$ cat src/rtl/demux_1x3x32.sv
// demux_1x3x32: routes packets from one input stream to one of three
// registered output destinations.
//
// The destination select S is sampled on the accepted start-of-packet word.
// Subsequent words follow that destination until end-of-packet. Packets
// addressed to S=3 are discarded and counted. Words that arrive in IDLE
// without a start-of-packet marker are orphans; they are discarded and
// counted as well. The drop counter saturates.
//
// Ports:
//   clk, rst_n               clock, asynchronous active-low reset
//   D, D_valid, D_sop, D_eop input word and framing
//   S                        destination select (0..2 route, 3 drop)
//   D_ready                  input accepted when D_valid & D_ready
//   Q0, Q1, Q2               per-destination output word registers
//   Q_valid, Q_eop           per-destination valid / last-of-packet flags
//   Q_ready                  per-destination take strobe
//   drop_cnt                 saturating count of dropped packets/orphans
//   busy                     high while a packet is in progress
//
// Optional feature (macro DEMUX_WORD_CNT_EN): adds cnt0..cnt2, 16-bit
// wrapping counts of words delivered on each destination.

module demux_1x3x32 #(
  parameter int unsigned WIDTH  = 32,
  parameter int unsigned DROP_W = 8
) (
  input  logic              clk,
  input  logic              rst_n,
  input  logic [WIDTH-1:0]  D,
  input  logic              D_valid,
  input  logic              D_sop,
  input  logic              D_eop,
  input  logic [1:0]        S,
  output logic              D_ready,
  output logic [WIDTH-1:0]  Q0,
  output logic [WIDTH-1:0]  Q1,
  output logic [WIDTH-1:0]  Q2,
  output logic [2:0]        Q_valid,
  output logic [2:0]        Q_eop,
  input  logic [2:0]        Q_ready,
  output logic [DROP_W-1:0] drop_cnt,
  output logic              busy
`ifdef DEMUX_WORD_CNT_EN
  ,
  output logic [15:0]       cnt0,
  output logic [15:0]       cnt1,
  output logic [15:0]       cnt2
`endif
);

  typedef enum logic [1:0] {
    IDLE = 2'd0,
    PASS = 2'd1,
    DROP = 2'd2
  } state_t;

  state_t             state_q, state_d;
  logic [1:0]         sel_q, sel_d;
  logic [WIDTH-1:0]   q_q [3];
  logic [2:0]         qv_q;
  logic [2:0]         qe_q;
  logic [DROP_W-1:0]  drop_q;

  logic               routed;
  logic [1:0]         tgt;
  logic [3:0]         avail;
  logic               accept;
  logic [2:0]         load;
  logic               drop_evt;

  // A word is routed when it starts a packet to a real destination, or
  // continues a packet in PASS. Only routed words can be back-pressured;
  // the padded top bit of avail keeps the index in range for any tgt.
  always_comb begin
    routed = 1'b0;
    tgt    = sel_q;
    if (state_q == PASS) begin
      routed = 1'b1;
    end else if (state_q == IDLE && D_sop && S != 2'd3) begin
      routed = 1'b1;
      tgt    = S;
    end
    avail   = {1'b1, ~qv_q | Q_ready};
    D_ready = routed ? avail[tgt] : 1'b1;
  end

  assign accept   = D_valid & D_ready;
  assign drop_evt = accept & (state_q == IDLE) & ~routed;

  always_comb begin
    load = '0;
    for (int unsigned i = 0; i < 3; i++) begin
      if (accept && routed && tgt == 2'(i)) load[i] = 1'b1;
    end
  end

  always_comb begin
    state_d = state_q;
    sel_d   = sel_q;
    if (accept) begin
      unique case (state_q)
        IDLE: begin
          if (D_sop) begin
            if (S != 2'd3) begin
              sel_d = S;
              if (!D_eop) state_d = PASS;
            end else if (!D_eop) begin
              state_d = DROP;
            end
          end
        end
        PASS, DROP: begin
          if (D_eop) state_d = IDLE;
        end
        default: state_d = IDLE;
      endcase
    end
  end

  always_ff @(posedge clk or negedge rst_n) begin
    if (!rst_n) begin
      state_q <= IDLE;
      sel_q   <= '0;
      qv_q    <= '0;
      qe_q    <= '0;
      drop_q  <= '0;
      for (int unsigned i = 0; i < 3; i++) q_q[i] <= '0;
    end else begin
      state_q <= state_d;
      sel_q   <= sel_d;
      // A load in the same cycle as a delivery keeps the slot valid.
      for (int unsigned i = 0; i < 3; i++) begin
        if (load[i]) begin
          q_q[i]  <= D;
          qe_q[i] <= D_eop;
          qv_q[i] <= 1'b1;
        end else if (Q_ready[i]) begin
          qv_q[i] <= 1'b0;
        end
      end
      if (drop_evt && drop_q != '1) drop_q <= drop_q + DROP_W'(1);
    end
  end

  assign Q0       = q_q[0];
  assign Q1       = q_q[1];
  assign Q2       = q_q[2];
  assign Q_valid  = qv_q;
  assign Q_eop    = qe_q;
  assign drop_cnt = drop_q;
  assign busy     = (state_q != IDLE);

`ifdef DEMUX_WORD_CNT_EN
  logic [15:0] cnt_q [3];

  always_ff @(posedge clk or negedge rst_n) begin
    if (!rst_n) begin
      for (int unsigned i = 0; i < 3; i++) cnt_q[i] <= '0;
    end else begin
      for (int unsigned i = 0; i < 3; i++) begin
        if (qv_q[i] && Q_ready[i]) cnt_q[i] <= cnt_q[i] + 16'd1;
      end
    end
  end

  assign cnt0 = cnt_q[0];
  assign cnt1 = cnt_q[1];
  assign cnt2 = cnt_q[2];
`endif

endmodule

$ cat config.mk
export PLATFORM = sky130hd
export DESIGN_NAME = demux_1x3x32
export DESIGN_NICKNAME = d
export VERILOG_FILES = /design/src/rtl/demux_1x3x32.sv
export SDC_FILE = /design/constraint.sdc
export NUM_CORES = 1
export LEC_CHECK = 0
export ABC_CLOCK_PERIOD_IN_PS = 3550
export BUFFER_PORTS_ARGS = -buffer_cell sky130_fd_sc_hd__buf_2
export CORE_ASPECT_RATIO = 2
export CORE_MARGIN = 2
export CORE_UTILIZATION = 50
export DETAILED_ROUTE_END_ITERATION = 12
export PLACE_DENSITY = 0.77
export SETUP_SLACK_MARGIN = 0.3
export SYNTH_ARGS = -nofsm -noshare
export SYNTH_HDL_FRONTEND = slang
export SYNTH_SLANG_ARGS = --single-unit
export TNS_END_PERCENT = 20
$ cat constraint.sdc
create_clock -name clk -period 3.55 [get_ports clk]
set_clock_uncertainty 0.15 [all_clocks]
set_input_delay 0.5325 -clock clk [delete_from_list [all_inputs] [get_ports clk]]
set_output_delay 0.5325 -clock clk [all_outputs]
set_load 0.005 [all_outputs]
==> key figures, run 1 <==
GRT
  • Pin count of the biggest net entering global routing: 68
  • Global route overflow: 0
  • Antenna violations before repair: 0
  • Vias in the first global route: 3382
  • First-pass GRT wire length: 17000 um
  • Tot GR Track Use: 22.6%

STA
  • Final cycle utilization of the critical path: 87.1%
  • Max_slew headroom: 44.5%
  • Final worst slack: 460 ps
  • Final setup violation count: 0
  • Endpoints failing hold: 0
  • Final hold slack: 75.8 ps
  • F_max: 0.324 GHz
  • Tmin final: 3090 ps
  • Max Transition Viols Final: 0
  • TNS Setup: 0 ps
  • Worst Tran Pin Value: 833 ps
  • RSZ-0062 raised after global routing: yes

Cells and area
  • Most common cell after layout, fill and taps aside: buf_2
  • Most frequent cells in the layout: buf_2, dfrtp_1, mux2_2
  • Share of layout cells above drive strength 1: 57.7%
  • Layout Nets: 512
  • Sequential cell area: 0.00285 mm^2
  • Area growth syn-to-layout: 35.7%
  • Multi-input gate area: 0.00162 mm^2
  • Antenna cells: 0
  • Filler instances: 621

Drt
  • WL/cell: 18.1 um
  • Routed WL: 10500 um
  • Via count: 3090
  • First DRT Iteration DRCs: 140
  • DR pass1 iterations: 4
  • Post-route ant nets: 0
  • Vias per inst: 5.31
  • # DRC: 0

Synthesis
  • #FFs+latches synth: 114
  • Post-synth ARST share: 100%
  • Syn Nets: 338
  • Cell variety after synth: 35
  • Mapped cell area: 0.00455 mm^2
  • Top FF cell, synth: dfrtp_1
  • Sequential area share after synthesis: 62.7%
  • Post-Synthesis Cells: 293
  • Avg Inst Size Synth: 15.5 um^2
  • EDFF count, synth: 0
  • Yosys Warn Count: 0

CTS
  • Hold buffers post-CTS: 0
  • CTS Buf Count: 17
  • Clock-pin slew on the worst setup and hold paths: 50 ps
  • Clk sinks: 114
  • Clk root buf: clkbuf_16
  • Worst skew pair latency: 400 ps
  • CTS tree: yes
  • Clock Tree Buf Depth: 2
  • Htree depth: 4

Die
  • Core Rows: 49
  • Die height: 139 um
  • Die ar.: 0.00992 mm^2
  • Core region area: 0.00889 mm^2
  • Top Ports: 154
  • Die Width: 71.4 um
  • Initial Util: 51.1%

Critical path
  • CP Capture Type: primary output
  • CP delay by family, top: compound AO/OA/AOI/OAI gates
  • Slowest CP cell: dfrtp_1
  • Worst path cell trace: inv_1 > ha_1 > nand2_1 > nor3_1 > o21ai_1 > o211ai_4 > nand2_1 > buf_2
  • Critical path class: register to primary output
  • Req. time, crit path: 2870 ps
  • Critical path buffers and inverters: 2
  • Cell mode on critical path: nand2_1
  • Crit path largest cell delay: 360 ps
  • Slack of the worst reg-to-reg path: 460 ps
  • Crit path max fanout: 9
  • Critical Path AT: 2410 ps
  • CP Launch Type: register

Power
  • P_sw: 1.79 mW
  • Sequential power share: 37.2%
  • Clock Power Share: 31.1%
  • Switching fraction of total power: 28.9%
  • Cell Int Power: 4.40 mW
  • P_leak: 2.99 nW
  • Pwr/cell area: 1000 mW/mm^2
  • Combinational share of power: 31.7%
  • Peak supply drop: 642 uV

Job
  • Number of max-cap violations: 0

Worst hold path
  • Hold Crit Class: input port to async pin

Placement
  • Placer Congestion: 0.900
  • Port bufs: 153
  • Post-place setup slack: 142 ps
  • Post-DP HPWL: 7630 um

Status
  • Status: complete, no violations
==> worst paths after layout <==
path | to | cells after the start | start
hold reg to reg | Q1[8] | 1 | Q1[8]
max in group asynchronous | drop_cnt[7] | 2 | rst_n
hold / removal | Q1[14] | 1 | rst_n
min in group clk | Q1[8] | 2 | D[8]
setup reg to reg | Q1[12] | 10 | state_q[1]
setup / recovery | D_ready | 8 | state_q[1]
==> area by class of cell <==
type	count	share of cell area, %
flip-flops and latches	114	46.2
inverters	5	0.304
well taps	102	2.07
clock inverters	8	2.76
multi-input cells	164	26.2
clock buffers	24	8.30
repair buffers	165	14.1
==> state kept, by name, summed over array words and instances, names as in the netlist <==
name      flops
Q0           32
sel_q         2
Q_valid       3
Q2           32
state_q       2
Q1           32
drop_cnt      8
Q_eop         3
==> cells in the mapped netlist (4+ instances only) <==
master | count | share of area, %
dfrtp_1 | 114 | 63
mux2_2 | 71 | 18
mux2_1 | 29 | 7.2
nand2_1 | 9 | 0.74
buf_2 | 6 | 0.66
nand2b_1 | 6 | 0.83
inv_1 | 5 | 0.41
nor2_1 | 5 | 0.41
nor3_1 | 4 | 0.44
xnor2_1 | 4 | 0.77
==> per-stage QoR <==
stage                     instance area (um^2)  power [mW]  utilization, %  cells
after floorplan                           4550        3.31               -    293
after global placement                    5450        4.18            61.3    545
after detailed placement                  5450        4.29            61.3    545
after CTS                                 6140        6.24            69.1    578
after global routing                      6170        6.52            69.4    582
final                                     6170        6.19            69.4    582
==> cell families after synthesis <==
family	synth area share [%]
AO/OA/AOI/OAI	2.94
AND/OR/NAND/NOR	4.73
multiplexers	25.4
adder cells (fa/ha/maj)	0.826
XOR/XNOR	1.35
flip-flops	62.7
buffers and inverters	1.98
==> power groups by stage <==
| stage | Clock (mW) | Combinational [mW] | Sequential (mW) |
|---|---|---|---|
| after floorplan | 0 | 0.984 | 2.33 |
| after global placement | 0 | 1.89 | 2.29 |
| after detailed placement | 0 | 1.97 | 2.32 |
| after CTS | 1.94 | 1.99 | 2.30 |
| after global routing | 2.01 | 2.13 | 2.38 |
| final | 1.92 | 1.97 | 2.30 |
==> routing by layer <==
metal,global-route usage (%),routed length [um],vias up
li1,-,-,1399
met1,23.0,3580,1562
met2,41.5,6160,111
met3,6.03,514,18
met4,10.5,261,0
met5,0,0,-
==> what timing repair did <==
action / in CTS / in global routing
buffers inserted: 1 / 4
setup endpoints to repair: 18 / 1
gates resized for setup: 0 / 0
pin swaps: 1 / 1
(Power assumes the default switching activity.)
==> run 2, diff against run 1 <==
--- a/config.mk
+++ b/config.mk
@@ -12,6 +12,7 @@
 export CORE_UTILIZATION = 50
 export DETAILED_ROUTE_END_ITERATION = 12
 export PLACE_DENSITY = 0.77
+export RECOVER_POWER = 25
 export SETUP_SLACK_MARGIN = 0.3
 export SYNTH_ARGS = -nofsm -noshare
 export SYNTH_HDL_FRONTEND = slang
==> key figures, run 2 (same netlist as run 1, synthesis figures left out) <==
Cells and area
  • Share of layout cells above drive strength 1: 57.7% (unchanged)
  • Filler instances: 624 (+0.48%)
  • Antenna cells: 0 (unchanged)
  • Layout Nets: 512 (unchanged)
  • Area growth syn-to-layout: 35.3%
  • Fin util: 69.2% (-0.20 points)
  • Most frequent cells in the layout: buf_2, dfrtp_1, mux2_2
  • Most common cell after layout, fill and taps aside: buf_2

STA
  • RSZ-0062 raised after global routing: yes
  • F_max: 0.324 GHz (about the same)
  • Endpoints failing hold: 0 (unchanged)
  • TNS Setup: 0 ps (unchanged)
  • Max Transition Viols Final: 68 (+68)
  • Final cycle utilization of the critical path: 87.0% (about the same)
  • Tmin final: 3090 ps (-2.17 ps)
  • Worst Tran Pin Value: 1600 ps (+763 ps)
  • Final setup violation count: 0 (unchanged)
  • Max_slew headroom: -6.41% (-51 points)

CTS
  • Hold buffers post-CTS: 0 (unchanged)
  • Clk root buf: clkbuf_16
  • Htree depth: 4 (unchanged)
  • Worst skew pair latency: 400 ps (about the same)
  • Clk sinks: 114 (unchanged)
  • Clock-pin slew on the worst setup and hold paths: 50 ps (about the same)
  • CTS tree: yes
  • Clock Tree Buf Depth: 2 (unchanged)
  • CTS Buf Count: 17 (unchanged)
  • Cts repair resizes: 0 (unchanged)

Power
  • Peak supply drop: 642 uV (about the same)
  • Clock Power Share: 31.1% (about the same)
  • P_sw: 1.79 mW (about the same)
  • Combinational share of power: 31.7% (about the same)
  • Pwr/cell area: 1010 mW/mm^2 (+0.25%)
  • P_leak: 2.98 nW (-0.20%)
  • Switching fraction of total power: 28.9% (about the same)
  • Cell Int Power: 4.40 mW (about the same)
  • Sequential power share: 37.2% (about the same)

GRT
  • Antenna violations before repair: 0 (unchanged)
  • First-pass GRT wire length: 17000 um (unchanged)
  • Vias in the first global route: 3382 (unchanged)
  • Pin count of the biggest net entering global routing: 68 (unchanged)
  • Tot GR Track Use: 22.6% (unchanged)
  • Global route overflow: 0 (unchanged)

Status
  • Status: finished, violations left
  • Violated checks: capacitance limit, slew limit

Critical path
  • Crit path max fanout: 18 (+9)
  • Slowest CP cell: or3_1
  • CP Capture Type: register
  • Critical Path AT: 3220 ps (+810 ps)
  • Crit path largest cell delay: 390 ps (+30 ps)
  • CP Launch Type: register
  • Cell mode on critical path: buf_4
  • Worst path cell trace: inv_1 > ha_1 > nand2_1 > or3_1 > o21ai_2 > o211ai_4 > buf_4 > a2111oi_4 > buf_4 > mux2_1
  • Req. time, crit path: 3680 ps (+810 ps)
  • Critical path class: register to register

Drt
  • DR pass1 iterations: 4 (unchanged)
  • Via count: 3097 (+0.23%)
  • First DRT Iteration DRCs: 140 (unchanged)
  • Vias per inst: 5.32 (+0.23%)
  • WL/cell: 18.1 um (+0.27%)
  • Routed WL: 10500 um (+0.27%)
  • Post-route ant nets: 0 (unchanged)
  • # DRC: 0 (unchanged)

Die
  • Top Ports: 154 (unchanged)
  • Die ar.: 0.00992 mm^2 (unchanged)
  • Die Width: 71.4 um (unchanged)
  • Die height: 139 um (unchanged)
  • Core Rows: 49 (unchanged)
  • Core region area: 0.00889 mm^2 (unchanged)
  • Initial Util: 51.1% (unchanged)

Placement
  • Post-DP HPWL: 7630 um (unchanged)
  • Placer Congestion: 0.900 (unchanged)
  • Port bufs: 153 (unchanged)

Job
  • Number of max-cap violations: 1 (+1)

Worst hold path
  • Hold Crit Class: input port to register
## run 2: changes by cell type in the layout (fill, tap and decap cells not counted), sizes merged
cell,delta
clkbuf,+2
buf,-2
## run 2: stage by stage
stage,worst slack (ps),instances,area (um^2),power [mW],hold WS (ps)
4_1_cts,349,578,6140,6.24,110
2_1_floorplan,827,293,4550,3.31,86.9
5_1_grt,277,582,6150,6.52,215
6_report,462,582,6150,6.19,214
3_3_place_gp,268,545,5450,4.18,312
3_5_place_dp,142,545,5450,4.29,323
## run 2: per-layer routing
metal / global-route usage, % / part of all wire (%) / vias to the layer above / wire, um
met2: 41.5 / 58 / 112 / 6160
met4: 10.5 / 2.6 / 0 / 272
met3: 6.03 / 4.9 / 22 / 513
met1: 23.0 / 34 / 1566 / 3600
li1: - / - / 1397 / -
met5: 0 / 0 / - / 0
## run 2: power by group through the flow
stage                     Combinational, mW  Clock (mW)  Sequential (mW)
final                                  1.96        1.92             2.30
after global routing                   2.13        2.01             2.38
after CTS                              1.99        1.94             2.30
after detailed placement               1.97           0             2.32
after global placement                 1.89           0             2.29
after floorplan                       0.984           0             2.33
## run 2: path summary, 6_finish.rpt
path | from | to | slack [ps] | depth (start not counted)
max in group asynchronous | rst_n | drop_cnt[7] | 910 | 2
worst min-delay path | D[8] | Q1[8] | 210 | 2
worst max register to register | state_q[1] | Q1[12] | 460 | 10
worst min register to register | Q1[8] | Q1[8] | 330 | 1
min in group asynchronous | rst_n | Q1[14] | 380 | 1
worst max-delay path | state_q[1] | Q1[12] | 460 | 10
## run 2: layout make-up
cell class / count / area [um^2] / area share [%]
Timing Repair Buffer: 165 / 853 / 13.9
Multi-Input combinational cell: 164 / 1620 / 26.3
Clock buffer: 24 / 512 / 8.32
Clock inverter: 8 / 170 / 2.77
Inverter: 5 / 18.8 / 0.305
Sequential cell: 114 / 2850 / 46.4
Tap cell: 102 / 128 / 2.07
## run 2: critical path, delay by kind of cell (launching register included)
| family | cells | cell delay [ps] |
|---|---|---|
| buf+inv | 3 | 620 |
| compound gates | 3 | 560 |
| simple gates | 2 | 540 |
| mux | 1 | 370 |
| flops | 1 | 360 |
| fa+ha+maj | 1 | 350 |
## run 2: timing repair
action                                  4_1_cts  5_1_grt
gates cloned                                  0        0
buffers inserted                              1        4
endpoints found under the setup margin       18        1
pin swaps                                     1        1
